File: config.mk
export PLATFORM = sky130hd
export DESIGN_NAME = vga_scanout_flat
export DESIGN_NICKNAME = d
export VERILOG_FILES = /design/src/rtl/vga_scanout_if.sv /design/src/rtl/vga_scanout.sv /design/src/flat_wrapper.sv
export SDC_FILE = /design/constraint.sdc
export NUM_CORES = 1
export LEC_CHECK = 0
export CORE_AREA = 5 5 122 124
export CTS_CLUSTER_DIAMETER = 40
export CTS_CLUSTER_SIZE = 25
export DETAILED_ROUTE_END_ITERATION = 16
export DIE_AREA = 0 0 127 129
export PLACE_DENSITY = 0.53
export SYNTH_ARGS = -nofsm -noshare
export SYNTH_HDL_FRONTEND = slang
export SYNTH_SLANG_ARGS = --single-unit
File: constraint.sdc
create_clock -name clk -period 2.92 [get_ports clk]
set_clock_uncertainty 0.15 [all_clocks]
set_input_delay 0.584 -clock clk [delete_from_list [all_inputs] [get_ports clk]]
set_output_delay 0.584 -clock clk [all_outputs]
set_load 0.03 [all_outputs]
File: src/rtl/vga_scanout_if.sv
// vga_scanout_if: read port between the scanout engine and the video RAM.
// The scanout side (master) presents a pixel index every clk; the RAM side
// (slave) returns the stored {R,G,B} word for that index.
interface vga_scanout_if;
  logic [14:0] mem_addr;
  logic [23:0] mem_rdata;

  modport master (output mem_addr, input mem_rdata);
  modport slave  (input mem_addr, output mem_rdata);
endinterface

File: src/rtl/vga_scanout.sv
// vga_scanout: 640x480@60 read-side engine for the 160x120 video memory.
// Generates VGA timing, fetches each stored pixel through the RAM's second
// port and upscales it 4x4 onto the DAC pins. Never writes memory.
// Optional feature macro: VGA_FRAME_IRQ_EN (start-of-vblank pulse plus a
// 16-bit frame counter); when undefined frame_irq is tied low.
module vga_scanout #(
  parameter int CLK_DIV     = 2,
  parameter int H_VIS       = 640,
  parameter int H_FP        = 16,
  parameter int H_SYNC      = 96,
  parameter int H_BP        = 48,
  parameter int V_VIS       = 480,
  parameter int V_FP        = 10,
  parameter int V_SYNC      = 2,
  parameter int V_BP        = 33,
  parameter int FB_W        = 160,
  parameter int SCALE_SHIFT = 2
) (
  input  logic          clk,
  input  logic          reset,
  input  logic          scan_en,
  vga_scanout_if.master mem,
  output logic          vga_hs,
  output logic          vga_vs,
  output logic [7:0]    vga_r,
  output logic [7:0]    vga_g,
  output logic [7:0]    vga_b,
  output logic          vga_blank_n,
  output logic          frame_irq
);

  localparam int H_TOTAL = H_VIS + H_FP + H_SYNC + H_BP;
  localparam int V_TOTAL = V_VIS + V_FP + V_SYNC + V_BP;
  localparam int HW = $clog2(H_TOTAL);
  localparam int VW = $clog2(V_TOTAL);
  localparam int DW = (CLK_DIV > 1) ? $clog2(CLK_DIV) : 1;

  localparam logic [DW-1:0] DIV_LAST = DW'(CLK_DIV - 1);
  localparam logic [HW-1:0] H_LAST   = HW'(H_TOTAL - 1);
  localparam logic [HW-1:0] H_VIS_C  = HW'(H_VIS);
  localparam logic [HW-1:0] HS_BEGIN = HW'(H_VIS + H_FP);
  localparam logic [HW-1:0] HS_END   = HW'(H_VIS + H_FP + H_SYNC);
  localparam logic [VW-1:0] V_LAST   = VW'(V_TOTAL - 1);
  localparam logic [VW-1:0] V_VIS_C  = VW'(V_VIS);
  localparam logic [VW-1:0] V_VIS_L  = VW'(V_VIS - 1);
  localparam logic [VW-1:0] VS_BEGIN = VW'(V_VIS + V_FP);
  localparam logic [VW-1:0] VS_END   = VW'(V_VIS + V_FP + V_SYNC);

  logic [DW-1:0] div;
  logic          tick;
  logic [HW-1:0] hcnt;
  logic [VW-1:0] vcnt;
  logic          visible;
  logic          hs_raw;
  logic          vs_raw;
  logic [HW-1:0] xs;
  logic [VW-1:0] ys;
  logic [14:0]   row_base;
  logic [14:0]   addr_next;
  logic [23:0]   s1_data;
  logic          s1_vis;
  logic          s1_hs;
  logic          s1_vs;

  assign tick = (div == DIV_LAST);

  // Free-running clock divider; tick marks the last system clk of a pixel
  always_ff @(posedge clk or posedge reset) begin
    if (reset)     div <= '0;
    else if (tick) div <= '0;
    else           div <= div + 1'b1;
  end

  // Raster counters; both wrap together at the end of the last line
  always_ff @(posedge clk or posedge reset) begin
    if (reset) begin
      hcnt <= '0;
      vcnt <= '0;
    end else if (tick) begin
      if (hcnt == H_LAST) begin
        hcnt <= '0;
        vcnt <= (vcnt == V_LAST) ? '0 : vcnt + 1'b1;
      end else begin
        hcnt <= hcnt + 1'b1;
      end
    end
  end

  // Stage 0: visible window and raw (active-low) syncs from the counters
  always_comb begin
    visible = (hcnt < H_VIS_C) && (vcnt < V_VIS_C);
    hs_raw  = !((hcnt >= HS_BEGIN) && (hcnt < HS_END));
    vs_raw  = !((vcnt >= VS_BEGIN) && (vcnt < VS_END));
  end

  assign xs = hcnt >> SCALE_SHIFT;
  assign ys = vcnt >> SCALE_SHIFT;

  // Row base = ys * FB_W; for the native 160-wide buffer this is two shifts
  generate
    if (FB_W == 160) begin : g_row160
      assign row_base = (15'(ys) << 7) + (15'(ys) << 5);
    end else begin : g_rowgen
      assign row_base = 15'(32'(ys) * FB_W);
    end
  endgenerate

  assign addr_next = visible ? row_base + 15'(xs) : '0;

  // Address is refreshed every clk so the read data settles before the next tick
  always_ff @(posedge clk or posedge reset) begin
    if (reset) mem.mem_addr <= '0;
    else       mem.mem_addr <= addr_next;
  end

  // Stage 1: capture the fetched pixel together with its timing flags
  always_ff @(posedge clk or posedge reset) begin
    if (reset) begin
      s1_data <= '0;
      s1_vis  <= 1'b0;
      s1_hs   <= 1'b1;
      s1_vs   <= 1'b1;
    end else if (tick) begin
      s1_data <= mem.mem_rdata;
      s1_vis  <= visible;
      s1_hs   <= hs_raw;
      s1_vs   <= vs_raw;
    end
  end

  // Stage 2: registered DAC outputs; scan_en gates colour but never the syncs
  always_ff @(posedge clk or posedge reset) begin
    if (reset) begin
      vga_hs                  <= 1'b1;
      vga_vs                  <= 1'b1;
      vga_blank_n             <= 1'b0;
      {vga_r, vga_g, vga_b}   <= '0;
    end else if (tick) begin
      vga_hs                  <= s1_hs;
      vga_vs                  <= s1_vs;
      vga_blank_n             <= s1_vis & scan_en;
      {vga_r, vga_g, vga_b}   <= (s1_vis && scan_en) ? s1_data : '0;
    end
  end

`ifdef VGA_FRAME_IRQ_EN
  logic [15:0] frame_cnt;
  logic        vblank_start;

  assign vblank_start = tick && (hcnt == H_LAST) && (vcnt == V_VIS_L);

  // One-clk pulse and frame count on the tick that enters vertical blanking
  always_ff @(posedge clk or posedge reset) begin
    if (reset) begin
      frame_irq <= 1'b0;
      frame_cnt <= '0;
    end else begin
      frame_irq <= vblank_start;
      if (vblank_start) frame_cnt <= frame_cnt + 16'd1;
    end
  end
`else
  assign frame_irq = 1'b0;
`endif

endmodule

File: src/flat_wrapper.sv
// flat-port wrapper written by rule: the top's interface ports become plain ports
module vga_scanout_flat 
#(
  parameter int CLK_DIV     = 2,
  parameter int H_VIS       = 640,
  parameter int H_FP        = 16,
  parameter int H_SYNC      = 96,
  parameter int H_BP        = 48,
  parameter int V_VIS       = 480,
  parameter int V_FP        = 10,
  parameter int V_SYNC      = 2,
  parameter int V_BP        = 33,
  parameter int FB_W        = 160,
  parameter int SCALE_SHIFT = 2
)
  (clk, reset, scan_en, vga_hs, vga_vs, vga_r, vga_g, vga_b, vga_blank_n, frame_irq, mem_mem_addr, mem_mem_rdata);
  vga_scanout_if mem_i ();
  input  logic clk;
  input  logic reset;
  input  logic scan_en;
  output logic vga_hs;
  output logic vga_vs;
  output logic [7:0] vga_r;
  output logic [7:0] vga_g;
  output logic [7:0] vga_b;
  output logic vga_blank_n;
  output logic frame_irq;
  output wire logic [$bits(mem_i.mem_addr)-1:0] mem_mem_addr;
  input wire logic [$bits(mem_i.mem_rdata)-1:0] mem_mem_rdata;
  assign mem_mem_addr = mem_i.mem_addr;
  assign mem_i.mem_rdata = mem_mem_rdata;
  vga_scanout #(.CLK_DIV(CLK_DIV), .H_VIS(H_VIS), .H_FP(H_FP), .H_SYNC(H_SYNC), .H_BP(H_BP), .V_VIS(V_VIS), .V_FP(V_FP), .V_SYNC(V_SYNC), .V_BP(V_BP), .FB_W(FB_W), .SCALE_SHIFT(SCALE_SHIFT)) u_core (.clk(clk), .reset(reset), .scan_en(scan_en), .mem(mem_i), .vga_hs(vga_hs), .vga_vs(vga_vs), .vga_r(vga_r), .vga_g(vga_g), .vga_b(vga_b), .vga_blank_n(vga_blank_n), .frame_irq(frame_irq));
endmodule
==> impl_summary.txt, run 1 <==
----------------------------------------------------
[Status]
  Status ... finished, final reports clean

[Detailed routing]
  Final Routed Wirelength ... 8407 µm
  Total number of vias ... 2,701
  Post-DR wirelength/cell ... 14.40 µm
  DRC errors left ... 0
  1st-pass router iterations ... 4
  DR vias/cell ... 4.625
  Number of DRC markers in iteration 0 ... 119
  Antenna-violating nets left ... 0

[Layout]
  Share of layout cells above drive strength 1 ... 14.85%
  Fillers ... 1,347
  Syn-to-layout area delta ... 30.78%
  Final core utilization ... 38.20%
  Multi-input combinational cell area ... 0.001603 mm²
  Register Area ... 0.002257 mm²
  ANT cells ... 0
  Total Nets Final ... 447

[STA]
  Setup repair after global routing missed its margin ... false
  Final cycle utilization of the critical path ... 88.05%
  Final setup violation count ... 0
  Max transition margin ... 50.84%
  Slew Limit Fails ... 0
  Final hold vios ... 0
  Worst Max-Slew Pin Slew ... 735.8 ps
  Tightest hold margin ... 333.6 ps
  Minimum clock period ... 2571 ps
  Maximum clock frequency ... 0.3889 GHz
  Setup_tns ... 0 ps

[Yosys]
  Post-Synthesis Net Count ... 374
  Mean cell area of the mapped netlist ... 12.24 µm²
  Number of enable-type register cells in the synthesized netlist ... 0
  Top area cells in the synthesized netlist ... dfrtp_1, mux2_2, ha_1, a22o_1, dfstp_2
  Post-synthesis instance total ... 326
  Synth Register Bits ... 90
  Portion of the post-synthesis area used by sequential elements ... 56.55%
  Number of synthesis warnings ... 0
  Largest area contributor in the synthesized netlist ... dfrtp_1
  Proportion of register bits with asynchronous set or reset after synthesis ... 100.0%
  Main synth FF type ... dfrtp_1
  Total standard cell area after synthesis ... 0.003991 mm²
  Area share of the largest cell type after synthesis ... 53.92%
  Synth unique cells ... 47

[Setup path]
  Ordered list of cells on the worst path ... inv_1, fa_1, inv_1, ha_1, nor2b_1, o31a_1, o31a_1, o41a_1
  CP Data Arrival Time ... 2630 ps
  Largest fanout of any net on the critical path ... 8
  Slowest Stage Delay on Critical Path ... 480 ps
  Data required time at the worst endpoint ... 2980 ps
  Kind of start point of the critical path ... flip-flop
  Cell with the biggest individual delay on the critical path ... dfrtp_1
  Critical path endpoint category ... flip-flop
  Kind of critical path ... flip-flop to flip-flop

[Floorplanning]
  Number of primary I/O pins ... 70
  Full die area ... 0.01638 mm²
  Core box area ... 0.01367 mm²
  Die Wd ... 127 µm
  Initial core utilization ... 29.21%
  Y dimension of the die ... 129 µm
  Cell row count ... 43

[Power]
  Maximum vdd drop ... 0.3124 mV
  Cell leakage power ... 0.002344 µW
  Cell area power density ... 505.4 mW/mm²

[Placement]
  Final weighted congestion in routability-driven placement ... 0.7903
  Count of buffers inserted at the top-level ports ... 68
  HPWL after DPL ... 5915 µm

[Run]
  Max-cap violations ... 0

[CTS]
  Number of buffers inserted during clock tree synthesis ... 9
  Post-CTS Hold Fix Bufs ... 0
  Buffers inserted during post-CTS setup optimization ... 0
  Clock slew at the register clock pins of the worst setup and hold paths ... 70 ps
  Max H-tree Level ... 3
  Cell chosen for the clock root ... clkbuf_16
  Clock latency on the worst-skew pair ... 330 ps
  Number of gates resized after cts ... 0
  Longest Clk Path Bufs ... 2
  CTS tree ... yes
  Clk sink count ... 90

[GRT]
  Largest net degree at the start of global routing ... 42
  Number of global-route vias before repair ... 2,750
  Antenna violations before repair ... 0
  Global-route wire length before repair ... 14,180 µm
  GRT Overall Usage ... 10.81%
  Global route overflow ... 0

[Hold path]
  Hold WC Path Type ... flip-flop to flip-flop

----------------------------------------------------
-- synthesized netlist by cell type, types with 3 or more instances --
library cell  number
a21oi_1            4
a22o_1            25
and2_1             7
and3_1             3
clkbuf_1           9
dfrtp_1           86
dfstp_2            4
ha_1              19
inv_1             18
mux2_2            27
nand2_1           16
nand3_1           13
nand4_1            4
nor2_1            13
nor3_1             9
o21a_1             3
o21ai_0           14
o31a_1             3
xnor2_1            7
xor2_1             5
-- placed cells by master, fill, tap and decap left out, types with 3 or more instances in the layout --
cell type / Yosys / final
o31a_1: 3 / 3
o21a_1: 3 / 3
ha_1: 19 / 19
clkdlybuf4s50_1: 0 / 68
nand2_1: 16 / 16
nand4_1: 4 / 4
buf_4: 1 / 5
dfrtp_1: 86 / 86
nor3_1: 9 / 9
dfstp_2: 4 / 4
and3_1: 3 / 3
clkbuf_16: 0 / 9
a22o_1: 25 / 25
nor2_1: 13 / 13
and2_1: 7 / 7
o21ai_0: 14 / 14
mux2_2: 27 / 27
a21oi_1: 4 / 4
xnor2_1: 7 / 7
inv_1: 18 / 17
nand3_1: 13 / 13
xor2_1: 5 / 5
-- metrics by stage --
step	instances	area (µm²)	total power, µW	worst slack [ps]
floorplan	326	3995	1411	537.4
global placement	568	4918	1504	414.3
detailed placement	568	4918	1507	367.8
CTS	584	5220	2682	355.7
global route	584	5220	2750	238.4
finish	584	5220	2638	348.9
-- report_power, final --
group | leakage [µW] | switching (µW) | internal, µW | total [µW]
registers | 0.00113 | 18.6 | 1280 | 1300
clock network | 0.000144 | 487 | 672 | 1160
logic | 0.00107 | 88.9 | 89.5 | 178
-- sequential cells by signal, indices dropped and copies added (netlist names) --
register and flops:
u_core.div 1, u_core.hcnt 10, u_core.s1_hs 1, u_core.s1_vis 1, u_core.mem.mem_addr 15, u_core.vga_hs 1, u_core.vga_vs 1, u_core.s1_data 24
u_core.vga_b 8, u_core.vga_r 8, u_core.vga_g 8, u_core.s1_vs 1, u_core.vcnt 10, u_core.vga_blank_n 1
-- layout make-up --
type                            count  area share, %
Clock inverter                      6          1.390
Timing Repair Buffer               75          14.53
Tap cell                          180          4.314
Clock buffer                       10          4.386
Inverter                           19          1.438
Sequential cell                    90          43.24
Multi-Input combinational cell    204          30.70
-- logic make-up after synthesis --
group,synth area share (%)
other cells,0.09395
xor+xnor,2.633
fa+ha+maj,6.959
mux,7.868
buf+inv,3.291
simple gates,11.29
flops,56.55
compound gates,11.32
-- worst max-delay path: cells and delay by family, from the launching register on --
family,cells,cell delay (ps)
AO/OA/AOI/OAI,3,840
adder cells (fa/ha/maj),2,640
flip-flops,1,480
buffers and inverters,2,180
AND/OR/NAND/NOR,1,170
-- path summary, 6_finish.rpt --
path / end / cells after the start / start / slack [ps]
worst max-delay path: u_core.mem.mem_addr[14] / 8 / u_core.vcnt[4] / 350
worst min-delay path: u_core.vga_g[4] / 1 / u_core.s1_data[12] / 330
worst max register to register: u_core.mem.mem_addr[14] / 8 / u_core.vcnt[4] / 350
worst min register to register: u_core.vga_g[4] / 1 / u_core.s1_data[12] / 330
max in group asynchronous: u_core.s1_data[5] / 3 / reset / 1460
min in group asynchronous: u_core.mem.mem_addr[7] / 2 / reset / 570
-- layer usage --
| layer | vias up | global-route usage, % | wire (µm) |
|---|---|---|---|
| met5 | - | 0 | 0 |
| met4 | 0 | 4.164 | 122 |
| met3 | 10 | 3.196 | 445 |
| met2 | 52 | 15.88 | 3759 |
| met1 | 1334 | 15.05 | 4080 |
| li1 | 1305 | - | - |
(Power assumes the default switching activity.)
==> run 2, diff against run 1 <==
--- a/config.mk
+++ b/config.mk
@@ -11,6 +11,8 @@
 export DETAILED_ROUTE_END_ITERATION = 16
 export DIE_AREA = 0 0 127 129
 export PLACE_DENSITY = 0.53
+export RECOVER_POWER = 50
+export REMOVE_ABC_BUFFERS = 1
 export SYNTH_ARGS = -nofsm -noshare
 export SYNTH_HDL_FRONTEND = slang
 export SYNTH_SLANG_ARGS = --single-unit
==> run 2 against run 1 <==
Effect of this change: the flow now finishes with violations (capacitance limit, slew limit); total power about the same; design area down 0.43%; maximum frequency up 0.11%; combinational power about the same; sequential power about the same; cell count unchanged; clock power about the same; sequential share of layout area up 0.19 points; global-route usage up 0.21 points.
==> impl_summary.txt, run 2 (synthesis gave the netlist of run 1 again) <==
----------------------------------------------------
[Status]
  Status ... finished with violations
  Violated checks ... capacitance limit, slew limit

[CTS]
  Clock slew at the register clock pins of the worst setup and hold paths ... 60 ps (about the same)
  Max H-tree Level ... 3 (unchanged)
  Clock latency on the worst-skew pair ... 330 ps (about the same)
  Clk sink count ... 90 (unchanged)
  Number of buffers inserted during clock tree synthesis ... 9 (unchanged)
  Number of gates resized after cts ... 0 (unchanged)
  Buffers inserted during post-CTS setup optimization ... 0 (unchanged)
  Cell chosen for the clock root ... clkbuf_16
  CTS tree ... yes
  Longest Clk Path Bufs ... 2 (unchanged)
  Post-CTS Hold Fix Bufs ... 0 (unchanged)

[Floorplanning]
  Die Wd ... 127 µm (unchanged)
  Cell row count ... 43 (unchanged)
  Initial core utilization ... 29.21% (unchanged)
  Y dimension of the die ... 129 µm (unchanged)
  Number of primary I/O pins ... 70 (unchanged)
  Full die area ... 0.01638 mm² (unchanged)
  Core box area ... 0.01367 mm² (unchanged)

[GRT]
  Number of global-route vias before repair ... 2,696 (-2.0%)
  GRT Overall Usage ... 11.02% (+0.21 points)
  Global route overflow ... 0 (unchanged)
  Antenna violations before repair ... 0 (unchanged)
  Largest net degree at the start of global routing ... 42 (unchanged)
  Global-route wire length before repair ... 14,380 µm (+1.4%)

[Setup path]
  Critical path endpoint category ... flip-flop
  Data required time at the worst endpoint ... 2980 ps (about the same)
  Cell class contributing the biggest share of worst-path delay ... compound AO/OA/AOI/OAI gates
  Kind of start point of the critical path ... flip-flop
  Setup crit start ... u_core.vcnt[4]
  Ordered list of cells on the worst path ... inv_1, fa_1, inv_1, ha_1, nor2b_1, o31a_1, o31a_1, o41a_1
  Kind of critical path ... flip-flop to flip-flop
  Largest fanout of any net on the critical path ... 8 (unchanged)
  Worst Path Buf+Inv ... 2 (unchanged)
  Launch point of the worst reg-to-reg path ... u_core.vcnt[4]
  Slowest Stage Delay on Critical Path ... 460 ps (-20 ps)
  Cell with the biggest individual delay on the critical path ... dfrtp_1
  CP Data Arrival Time ... 2630 ps (about the same)

[Placement]
  Count of buffers inserted at the top-level ports ... 68 (unchanged)
  HPWL after DPL ... 6248 µm (+5.6%)
  Final weighted congestion in routability-driven placement ... 0.7766 (-1.7%)
  Worst slack at placement ... 367.7 ps (-0.08700 ps)

[STA]
  Worst Max-Slew Pin Slew ... 1599 ps (+863.5 ps)
  Setup_tns ... 0 ps (unchanged)
  Minimum clock period ... 2568 ps (-2.909 ps)
  Max transition margin ... -7.204% (-58 points)
  Setup repair after global routing missed its margin ... false
  Final setup violation count ... 0 (unchanged)
  Tightest hold margin ... 334.9 ps (+1.339 ps)
  Post-route worst setup slack ... 351.8 ps (+2.909 ps)
  Final cycle utilization of the critical path ... 87.95% (-0.10 points)
  Maximum clock frequency ... 0.3894 GHz (+0.11%)
  Slew Limit Fails ... 34 (+34)
  Final hold vios ... 0 (unchanged)

[Layout]
  Syn-to-layout area delta ... 30.22%
  Commonest non-fill, non-tap cell in the layout ... dfrtp_1
  ANT cells ... 0 (unchanged)
  Commonest cells after routing, fill and taps aside ... dfrtp_1, clkdlybuf4s50_1, mux2_2, a22o_1, ha_1
  Register name with the most flops ... u_core.s1_data
  Flip-flop count of the largest register, all copies and words added ... 24 (unchanged)
  Total Nets Final ... 447 (unchanged)
  Biggest registers after layout ... u_core.s1_data (24), u_core.mem.mem_addr (15)
  Share of layout cells above drive strength 1 ... 14.85% (unchanged)

[Detailed routing]
  DRC errors left ... 0 (unchanged)
  1st-pass router iterations ... 4 (unchanged)
  Antenna-violating nets left ... 0 (unchanged)
  DR vias/cell ... 4.615 (-0.22%)
  Post-DR wirelength/cell ... 14.97 µm (+4.0%)
  Number of DRC markers in iteration 0 ... 158 (+33%)
  Final Routed Wirelength ... 8742 µm (+4.0%)
  Total number of vias ... 2,695 (-0.22%)

[Power]
  Total power consumption of the routed design ... 2640 µW (about the same)
  Cell area power density ... 507.9 mW/mm² (+0.49%)
  Cell leakage power ... 0.002335 µW (-0.41%)
  Maximum vdd drop ... 0.2614 mV (-16%)

[Run]
  Max-cap violations ... 1 (+1)

[Hold path]
  Hold WC Path Type ... flip-flop to flip-flop
  Startpoint of the tightest hold check path ... u_core.vga_blank_n

----------------------------------------------------
[run 2: changes by cell type in the layout (fill, tap and decap cells not counted), moves of 2 or more]
cell and change:
buf_4 -2, clkbuf_2 +2, clkinv_2 +2, clkinv_4 -2
[run 2: where the power goes]
part           switching [µW]  total (µW)  leakage [µW]  internal, µW
logic                    91.2         179       0.00106          87.6
clock network             475        1160      0.000145           686
registers                18.1        1300       0.00113          1280
[run 2: final timing paths]
kind                                            to  slack [ps]  depth (start not counted)
max                        u_core.mem.mem_addr[14]         350                          8
min                             u_core.vga_blank_n         330                          1
max reg2reg                u_core.mem.mem_addr[14]         350                          8
min reg2reg                     u_core.vga_blank_n         330                          1
max in group asynchronous  u_core.mem.mem_addr[11]         500                          3
min in group asynchronous       u_core.s1_data[14]         950                          2
[run 2: final cells by class]
class	count	area [µm²]
fill	1299	8468
sequential	90	2257
clock inverter	6	63.81
clock buffer	10	239.0
multi-input combinational	204	1603
inverter	19	72.57
tap	180	225.2
timing repair buffer	75	737.0
[run 2: layer usage]
metal / wire length [µm] / global-route usage (%) / vias to the layer above
met5: 0 / 0 / -
met4: 126 / 4.353 / 0
met3: 509 / 2.906 / 9
met2: 3893 / 16.91 / 66
met1: 4213 / 14.93 / 1302
li1: - / - / 1318
[run 2: per-stage QoR]
step           area [µm²]  utilization [%]  instances
2_1_floorplan        3931                -        313
3_3_place_gp         4903            35.88        568
3_5_place_dp         4903            35.88        568
4_1_cts              5206            38.10        584
5_1_grt              5197            38.03        584
6_report             5197            38.03        584
